File: src/rtl/secure_boot_sequencer_if.sv
// Image-memory read channel between the boot sequencer (master) and memory (slave).
interface secure_boot_sequencer_if #(
  parameter int unsigned DW = 32,
  parameter int unsigned AW = 16
);
  logic          mem_req;
  logic [AW-1:0] mem_addr;
  logic          mem_ack;
  logic [DW-1:0] mem_rdata;

  modport master (
    output mem_req,
    output mem_addr,
    input  mem_ack,
    input  mem_rdata
  );

  modport slave (
    input  mem_req,
    input  mem_addr,
    output mem_ack,
    output mem_rdata
  );
endinterface

File: src/rtl/secure_boot_sequencer.sv
// Secure boot sequencer: digests the primary image slot, falls back to the backup
// slot on mismatch or memory timeout, and reports sticky boot_ok / boot_fail.
module secure_boot_sequencer #(
  parameter int unsigned    DW           = 32,
  parameter int unsigned    AW           = 16,
  parameter int unsigned    IMG_WORDS    = 256,
  parameter logic [AW-1:0]  PRIMARY_BASE = 16'h0000,
  parameter logic [AW-1:0]  BACKUP_BASE  = 16'h1000,
  parameter logic [DW-1:0]  DIGEST_INIT  = '0,
  parameter int unsigned    ACK_TIMEOUT  = 15
) (
  input  logic                     clk,
  input  logic                     rst_n,
  input  logic                     power_on,
  secure_boot_sequencer_if.master  mem,
  input  logic [DW-1:0]            golden_primary,
  input  logic [DW-1:0]            golden_backup,
  output logic                     busy,
  output logic                     boot_ok,
  output logic                     boot_fail,
  output logic                     boot_slot
);

  localparam int unsigned IW = (IMG_WORDS > 1) ? $clog2(IMG_WORDS) : 1;
  localparam int unsigned TW = (ACK_TIMEOUT > 1) ? $clog2(ACK_TIMEOUT + 1) : 1;
  localparam logic [IW-1:0] LastIdx  = IW'(IMG_WORDS - 1);
  localparam logic [TW-1:0] LastTout = TW'(ACK_TIMEOUT - 1);

  typedef enum logic [2:0] {StIdle, StFetch, StCheck, StPass, StFail} state_e;

  state_e        state_q, state_d;
  logic          slot_q, slot_d;
  logic [DW-1:0] digest_q, digest_d;
  logic [IW-1:0] idx_q, idx_d;
  logic [TW-1:0] tout_q, tout_d;
  logic [AW-1:0] addr_q, addr_d;
  logic          slot_fail;

  // State and datapath registers.
  always_ff @(posedge clk or negedge rst_n) begin
    if (!rst_n) begin
      state_q  <= StIdle;
      slot_q   <= 1'b0;
      digest_q <= DIGEST_INIT;
      idx_q    <= '0;
      tout_q   <= '0;
      addr_q   <= '0;
    end else begin
      state_q  <= state_d;
      slot_q   <= slot_d;
      digest_q <= digest_d;
      idx_q    <= idx_d;
      tout_q   <= tout_d;
      addr_q   <= addr_d;
    end
  end

  // Next-state logic: fetch/digest loop, compare, slot fallback and power_on abort.
  always_comb begin
    state_d   = state_q;
    slot_d    = slot_q;
    digest_d  = digest_q;
    idx_d     = idx_q;
    tout_d    = tout_q;
    addr_d    = addr_q;
    slot_fail = 1'b0;

    unique case (state_q)
      StIdle: begin
        if (power_on) begin
          state_d  = StFetch;
          slot_d   = 1'b0;
          digest_d = DIGEST_INIT;
          idx_d    = '0;
          tout_d   = '0;
          addr_d   = PRIMARY_BASE;
        end
      end
      StFetch: begin
        if (power_on) begin
          if (mem.mem_ack) begin
            digest_d = {digest_q[DW-2:0], digest_q[DW-1]} ^ mem.mem_rdata;
            tout_d   = '0;
            idx_d    = idx_q + 1'b1;
            if (idx_q == LastIdx) begin
              state_d = StCheck;
            end else begin
              addr_d = addr_q + 1'b1;
            end
          end else if (tout_q == LastTout) begin
            // Memory never answered: give up on this slot without a compare.
            slot_fail = 1'b1;
          end else begin
            tout_d = tout_q + 1'b1;
          end
        end
      end
      StCheck: begin
        if (power_on) begin
          if (digest_q == (slot_q ? golden_backup : golden_primary)) begin
            state_d = StPass;
          end else begin
            slot_fail = 1'b1;
          end
        end
      end
      StPass, StFail: ;
      default: state_d = StIdle;
    endcase

    if (slot_fail) begin
      if (!slot_q) begin
        state_d  = StFetch;
        slot_d   = 1'b1;
        digest_d = DIGEST_INIT;
        idx_d    = '0;
        tout_d   = '0;
        addr_d   = BACKUP_BASE;
      end else begin
        state_d = StFail;
      end
    end

    // Dropping power_on abandons any boot in progress, including a same-cycle ack.
    if (!power_on && state_q != StIdle) begin
      state_d  = StIdle;
      slot_d   = 1'b0;
      digest_d = DIGEST_INIT;
      idx_d    = '0;
      tout_d   = '0;
      addr_d   = '0;
    end
  end

  // Outputs decoded straight from registered state.
  always_comb begin
    mem.mem_req  = (state_q == StFetch);
    mem.mem_addr = addr_q;
    busy         = (state_q == StFetch) || (state_q == StCheck);
    boot_ok      = (state_q == StPass);
    boot_fail    = (state_q == StFail);
    boot_slot    = (state_q != StIdle) && slot_q;
  end

endmodule

File: src/flat_wrapper.sv
// flat-port wrapper written by rule: the top's interface ports become plain ports
module secure_boot_sequencer_flat 
#(
  parameter int unsigned    DW           = 32,
  parameter int unsigned    AW           = 16,
  parameter int unsigned    IMG_WORDS    = 256,
  parameter logic [AW-1:0]  PRIMARY_BASE = 16'h0000,
  parameter logic [AW-1:0]  BACKUP_BASE  = 16'h1000,
  parameter logic [DW-1:0]  DIGEST_INIT  = '0,
  parameter int unsigned    ACK_TIMEOUT  = 15
)
  (clk, rst_n, power_on, golden_primary, golden_backup, busy, boot_ok, boot_fail, boot_slot, mem_mem_req, mem_mem_addr, mem_mem_ack, mem_mem_rdata);
  secure_boot_sequencer_if #(.DW(DW), .AW(AW)) mem_i ();
  input  logic clk;
  input  logic rst_n;
  input  logic power_on;
  input  logic [DW-1:0] golden_primary;
  input  logic [DW-1:0] golden_backup;
  output logic busy;
  output logic boot_ok;
  output logic boot_fail;
  output logic boot_slot;
  output wire logic [$bits(mem_i.mem_req)-1:0] mem_mem_req;
  output wire logic [$bits(mem_i.mem_addr)-1:0] mem_mem_addr;
  input wire logic [$bits(mem_i.mem_ack)-1:0] mem_mem_ack;
  input wire logic [$bits(mem_i.mem_rdata)-1:0] mem_mem_rdata;
  assign mem_mem_req = mem_i.mem_req;
  assign mem_mem_addr = mem_i.mem_addr;
  assign mem_i.mem_ack = mem_mem_ack;
  assign mem_i.mem_rdata = mem_mem_rdata;
  secure_boot_sequencer #(.DW(DW), .AW(AW), .IMG_WORDS(IMG_WORDS), .PRIMARY_BASE(PRIMARY_BASE), .BACKUP_BASE(BACKUP_BASE), .DIGEST_INIT(DIGEST_INIT), .ACK_TIMEOUT(ACK_TIMEOUT)) u_core (.clk(clk), .rst_n(rst_n), .power_on(power_on), .mem(mem_i), .golden_primary(golden_primary), .golden_backup(golden_backup), .busy(busy), .boot_ok(boot_ok), .boot_fail(boot_fail), .boot_slot(boot_slot));
endmodule
File: config.mk
export PLATFORM = sky130hd
export DESIGN_NAME = secure_boot_sequencer_flat
export DESIGN_NICKNAME = d
export VERILOG_FILES = /design/src/rtl/secure_boot_sequencer_if.sv /design/src/rtl/secure_boot_sequencer.sv /design/src/flat_wrapper.sv
export SDC_FILE = /design/constraint.sdc
export NUM_CORES = 1
export LEC_CHECK = 0
export ABC_AREA = 0
export CAP_MARGIN = 20
export CELL_PAD_IN_SITES_DETAIL_PLACEMENT = 0
export CELL_PAD_IN_SITES_GLOBAL_PLACEMENT = 2
export CORE_MARGIN = 2
export CORE_UTILIZATION = 32
export DETAILED_ROUTE_END_ITERATION = 8
export PLACE_DENSITY = 0.91
export RECOVER_POWER = 25
export SETUP_SLACK_MARGIN = 0.2
export SYNTH_ARGS = -nofsm -noshare
export SYNTH_HDL_FRONTEND = slang
export SYNTH_SLANG_ARGS = --single-unit
File: constraint.sdc
create_clock -name clk -period 3.67 [get_ports clk]
set_input_delay 0.734 -clock clk [delete_from_list [all_inputs] [get_ports clk]]
set_output_delay 0.734 -clock clk [all_outputs]
set_load 0.03 [all_outputs]
## Word level (Yosys, flattened, before mapping)

Cells that the tools add are included.

| word-level totals | value |
|---|---|
| logic and storage cells | 84 |
| bits in registers | 64 |
| input port bits | 100 |

| cells by class | value |
|---|---|
| bitwise logic cells | 1 |
| reduce and logical (&&, ||, !) cells | 8 |
| add/sub/neg operators | 3 |
| equal/unequal tests | 14 |
| multiplexer cells | 52 |

Operators by type and width:

| cell | number |
|---|---|
| $mux 32 | 7 |
| $mux 16 | 7 |
| $pmux 32 s2 | 1 |
| $mux 8 | 6 |
| $eq 32x32->1 | 1 |
| $pmux 16 s2 | 1 |
| $xor 32x32->32 | 1 |
| $mux 4 | 7 |
| $mux 3 | 9 |
| $add 16x1->16 const B | 1 |
| $pmux 8 s2 | 1 |
| $ne 4x1->1 const B | 3 |
| $ne 4x2->1 const B | 3 |
| $pmux 3 s4 | 1 |
| $mux 1 | 10 |
| $add 8x1->8 const B | 1 |
| $eq 8x8->1 const B | 1 |
| $pmux 4 s2 | 1 |
| $reduce_and 7->1 | 1 |
| $eq 3x2->1 const B | 2 |
| $add 4x1->4 const B | 1 |
| $eq 4x4->1 const B | 1 |
| $eq 3x1->1 const B | 1 |
| $eq 3x3->1 const B | 1 |
| other kinds (8) | 9 |

## Logic depth before layout (Yosys ltp)

| depth | value |
|---|---|
| word-level depth | 8 |
| gate-level depth with buffers | 11 |
| gate-level depth less buffers | 8 |

## Least setup slack after synthesis

OpenSTA, ideal clock, no wires.

| path | value |
|---|---|
| path type | flip-flop to flip-flop |
| start | register u_core.addr_q[3] (netlist: u_core.mem.mem_addr[3]) |
| end | register u_core.addr_q[15] (netlist: u_core.mem.mem_addr[15]) |
| slack | 1315 ps |
| path buffers | 1 |
| data required time | 3570 ps |
| clock period less this slack | 2355 ps |
| library setup time | 100 ps |
| cell stages (with the launch flop) | 9 |
| arrival time | 2255 ps |
| path through | dfrtp_1 buf_2 and4_1 nand4_1 nor3_1 and3_1 nand3_1 or3_1 a311oi_1 |

| between the ends | value |
|---|---|
| longest elaborated chain between the ends | 8 |

RTL lines:

| what | RTL line | text |
|---|---|---|
| from (decl) | secure_boot_sequencer.sv:36 | `logic [AW-1:0] addr_q, addr_d;` |
| from (signal assigned) | secure_boot_sequencer.sv:54 | `addr_q <= addr_d;` |
| $add 16x1->16 (*) | secure_boot_sequencer.sv:88 | `addr_d = addr_q + 1'b1;` |
| $mux 16 (*) | secure_boot_sequencer.sv:85 | `if (idx_q == LastIdx) begin` |
| $mux 16 (*) | secure_boot_sequencer.sv:81 | `if (mem.mem_ack) begin` |
| $mux 16 (*) | secure_boot_sequencer.sv:80 | `if (power_on) begin` |
| $pmux 16 s2 (*) | secure_boot_sequencer.sv:68 | `unique case (state_q)` |
| $mux 16 | secure_boot_sequencer.sv:112 | `if (!slot_q) begin` |
| $mux 16 (*) | secure_boot_sequencer.sv:111 | `if (slot_fail) begin` |
| $mux 16 (*) | secure_boot_sequencer.sv:125 | `if (!power_on && state_q != StIdle) begin` |
| via u_core.addr_d[15] | secure_boot_sequencer.sv:36 |  |

Mark *: on every way through the listed nets, which the timed path passes. The rest lies on a longest branch.
A chain may end at the register's enable or synchronous reset.

## Worst setup path in the final report

| path | value |
|---|---|
| start | register u_core.slot_q |
| end | register u_core.addr_q[15] (netlist: u_core.mem.mem_addr[15]) |

| between the ends | value |
|---|---|
| longest elaborated chain between the ends | 7 |
| elaborated cells on any way between the ends | 8 |

RTL lines:

| what | RTL line | text |
|---|---|---|
| from (decl) | secure_boot_sequencer.sv:32 | `logic slot_q, slot_d;` |
| from (signal assigned) | secure_boot_sequencer.sv:50 | `slot_q <= slot_d;` |
| $mux 32 | secure_boot_sequencer.sv:100 | `if (digest_q == (slot_q ? golden_backup : golden_primary)) begin` |
| $eq 32x32->1 | secure_boot_sequencer.sv:100 |  |
| $mux 1 | secure_boot_sequencer.sv:100 |  |
| $mux 1 | secure_boot_sequencer.sv:99 | `if (power_on) begin` |
| $pmux 1 s2 | secure_boot_sequencer.sv:68 |  |
| $mux 16 (*) | secure_boot_sequencer.sv:111 |  |
| $mux 16 (*) | secure_boot_sequencer.sv:125 |  |
| via u_core.addr_d[15] | secure_boot_sequencer.sv:36 |  |

Marks and branches as above.

==> summary.md <==
| Metric | Value |
|---|---|
| Final nets | `686` |
| GP Congestion | `0.811` |
| Synthesized cell area | `4540 µm²` |
| CTS buffer count | `9` |
| Hold Path Class | `in -> async` |
| Crit path arrival time | `3.34 ns` |
| CP Data Required Time | `3.89 ns` |
| Clk_lat worst skew | `0.33 ns` |
| Clock transition at path regs | `0.06 ns` |
| Layout Utilization | `0.449` |
| Min Clock Period, post-route | `3.12 ns` |
| WL/cell | `17.7 µm` |
| Post-synth top area cell | `dfrtp_1` |
| Postcts setup bufs | `0` |
| Final period utilization | `0.851` |
| Worst Hold Margin | `0.305 ns` |
| CTS HTree Levels | `3` |
| Num rows | `43` |
| Core area | `13,900 µm²` |
| Max_slew headroom | `-0.393` |
| Pre-antenna DRT Iters | `5` |
| Syn avg cell area | `9.68 µm²` |
| Status | `finished with violations` |
| PortBufs | `120` |
| P&R area growth vs syn | `37.3%` |
| Post-cts hold buffer count | `0` |
| Detail Route Antenna Nets | `0` |
| Max VDD drop | `0.000285 V` |
| Power density cells | `521 nW/µm²` |
| Root cell of the clock tree | `clkbuf_16` |
| CTS tree | `yes` |
| First-pass GRT wire length | `21,100 µm` |
| Antenna violations before repair | `0` |
| Top post-synthesis cells by area | `dfrtp_1 35%, nor3_2 10%, mux2i_1 7.3%, xnor2_1 6.4%, xor2_1 6.2%` |
| Max cap viols | `1` |
| Overall Global Routing Usage | `0.179` |
| Bufs on Longest Clock Path | `2` |
| Slew at the pin closest to its max-slew limit | `2.09 ns` |
| Leak | `2.53 nW` |
| Count of different cell masters after synthesis | `46` |
| Unrepaired setup endpoints after global routing | `false` |
| Largest net degree at the start of global routing | `44` |
| WL final | `13,600 µm` |
| Layout cells sized above 1 | `0.150` |
| Die height | `123 µm` |
| Final Skew | `0.0119 ns` |
| Synthesis Warnings | `0` |
| Die Span X | `123 µm` |
| Critical Path End Type | `flip-flop` |
| Setup-failing EPs final | `0` |
| FILL cells | `1,328` |
| Slew Limit Fails | `39` |
| Post-synthesis net count | `573` |
| Failing checks | `max-capacitance violations, max-slew violations` |
| ANT cells | `0` |
| Grt ovf | `0` |
| Post-DP HPWL | `9820 µm` |
| Vias in the first global route | `4,109` |
| Starting DRT DRC Count | `274` |
| Sequential area share after synthesis | `0.353` |
| Critical path class | `reg -> reg` |
| Vias | `4,066` |
| Initial core utilization | `0.327` |
| Top cell type's share of synthesized area | `0.353` |
| Setup TNS | `0 ns` |
| Startpoint Class | `flip-flop` |
| FF+latch count, synth | `64` |
| Post-cts resize count | `0` |
| Die ar. | `15,100 µm²` |
| Crit Path Max Fanout | `27` |
| Fmax achieved | `320 MHz` |
| # IOs | `121` |
| Fin. Hold Viols | `0` |
| Clock sink count | `64` |
| Number of vias per cell | `5.30` |
| Cells after Synth | `469` |
| DRC Markers | `0` |
[power by group]
part / total (mW) / switching [mW] / internal (mW) / leakage, nW
logic: 1.43 / 0.821 / 0.606 / 1.50
registers: 0.969 / 0.167 / 0.802 / 0.882
clock network: 0.852 / 0.309 / 0.543 / 0.145
[through the flow]
stage	instances	setup WS [ns]	cell area, µm²	power [mW]
final	767	0.547	6230	3.25
after global routing	767	0.238	6230	3.45
after CTS	766	0.459	6230	3.28
after detailed placement	750	0.294	5930	2.41
after global placement	750	0.411	5930	2.39
after floorplan	469	1.32	4540	1.93
[cell usage in the layout, fill, tap and decap left out, types with 2 or more instances in the layout]
cell type	synthesis	layout
a21oi_1	15	15
and3_1	10	10
dfrtp_1	64	63
a22oi_1	37	37
or2_2	2	2
xnor2_1	33	33
clkdlybuf4s50_1	0	119
nor3_1	7	7
clkbuf_1	20	3
a31oi_1	10	10
o21ai_0	25	25
buf_12	0	4
nor2b_1	2	2
ha_1	4	4
buf_4	0	10
clkbuf_16	0	9
nand3_1	16	16
nor2_1	24	22
nand2_1	18	18
mux2i_1	33	33
nor3_2	47	47
nand4_1	9	9
clkinv_2	0	2
inv_1	5	5
nor4_1	13	13
nand3b_1	2	2
a211oi_2	2	2
xor2_1	32	32
and2_0	2	2
o211ai_1	6	6
[final cells by class]
type / count / area [µm²] / area share
multi-input combinational: 367 / 2730 / 0.438
inverter: 5 / 18.8 / 0.00301
clock inverter: 5 / 56.3 / 0.00904
timing repair buffer: 135 / 1350 / 0.217
tap: 180 / 225 / 0.0362
clock buffer: 11 / 243 / 0.0390
sequential: 64 / 1600 / 0.257
[cell usage after synthesis (all sizes together)]
master / n
a22oi: 37
o22ai: 1
o2111ai: 2
inv: 5
nand3b: 2
nor2b: 2
a21oi: 16
or3b: 1
nand2b: 1
and2: 3
ha: 4
nor2: 24
a32o: 1
clkbuf: 20
a21o: 1
xor2: 32
xnor2: 33
o211ai: 6
nor3b: 1
or3: 1
and3: 10
and4: 1
mux2: 1
nand2: 18
a31oi: 10
o21ai: 26
dfrtp: 64
o21a: 1
nand3: 16
o2111a: 1
nand4: 9
buf: 13
a311oi: 1
mux2i: 33
nor4: 13
a31o: 1
nor3: 54
a211oi: 2
or2: 2
[state kept, by name, indices dropped and copies added (netlist names)]
signal               flops
u_core.slot_q            1
u_core.idx_q             8
u_core.digest_q         32
u_core.state_q           3
u_core.tout_q            4
u_core.mem.mem_addr     16
[final timing paths]
kind | end | from | depth (start not counted) | slack [ns]
setup / recovery | u_core.mem.mem_addr[15] | u_core.slot_q | 9 | 0.55
hold / removal | u_core.digest_q[31] | rst_n | 1 | 0.31
setup reg to reg | u_core.mem.mem_addr[15] | u_core.slot_q | 9 | 0.55
hold reg to reg | u_core.idx_q[6] | u_core.idx_q[6] | 3 | 0.59
max in group asynchronous | u_core.slot_q | rst_n | 2 | 0.92
min in group clk | u_core.idx_q[6] | u_core.idx_q[6] | 3 | 0.59
[per-layer routing]
| layer | part of all wire | track usage | wire length [µm] |
|---|---|---|---|
| met3 | 0.077 | 0.0341 | 1050 |
| met2 | 0.45 | 0.289 | 6080 |
| met1 | 0.47 | 0.245 | 6360 |
| met5 | 0 | 0 | 0 |
| met4 | 0.0093 | 0.0476 | 127 |
[logic make-up after synthesis]
group | after synthesis | share of synthesized area
simple gates | 158 | 0.229
compound gates | 106 | 0.158
xor+xnor | 65 | 0.125
flops | 64 | 0.353
buf+inv | 38 | 0.0485
mux | 34 | 0.0753
fa+ha+maj | 4 | 0.0110
[worst max-delay path, cell delays in order (launching register included)]
cell       delay [ns]
dfrtp_2          0.63
buf_12           0.27
mux2i_1          0.27
xnor2_1          0.09
nor4_1           0.43
nand4_1          0.28
o2111ai_2        0.41
a21oi_4          0.13
buf_12           0.20
a311oi_1         0.27
(Power assumes the default switching activity.)
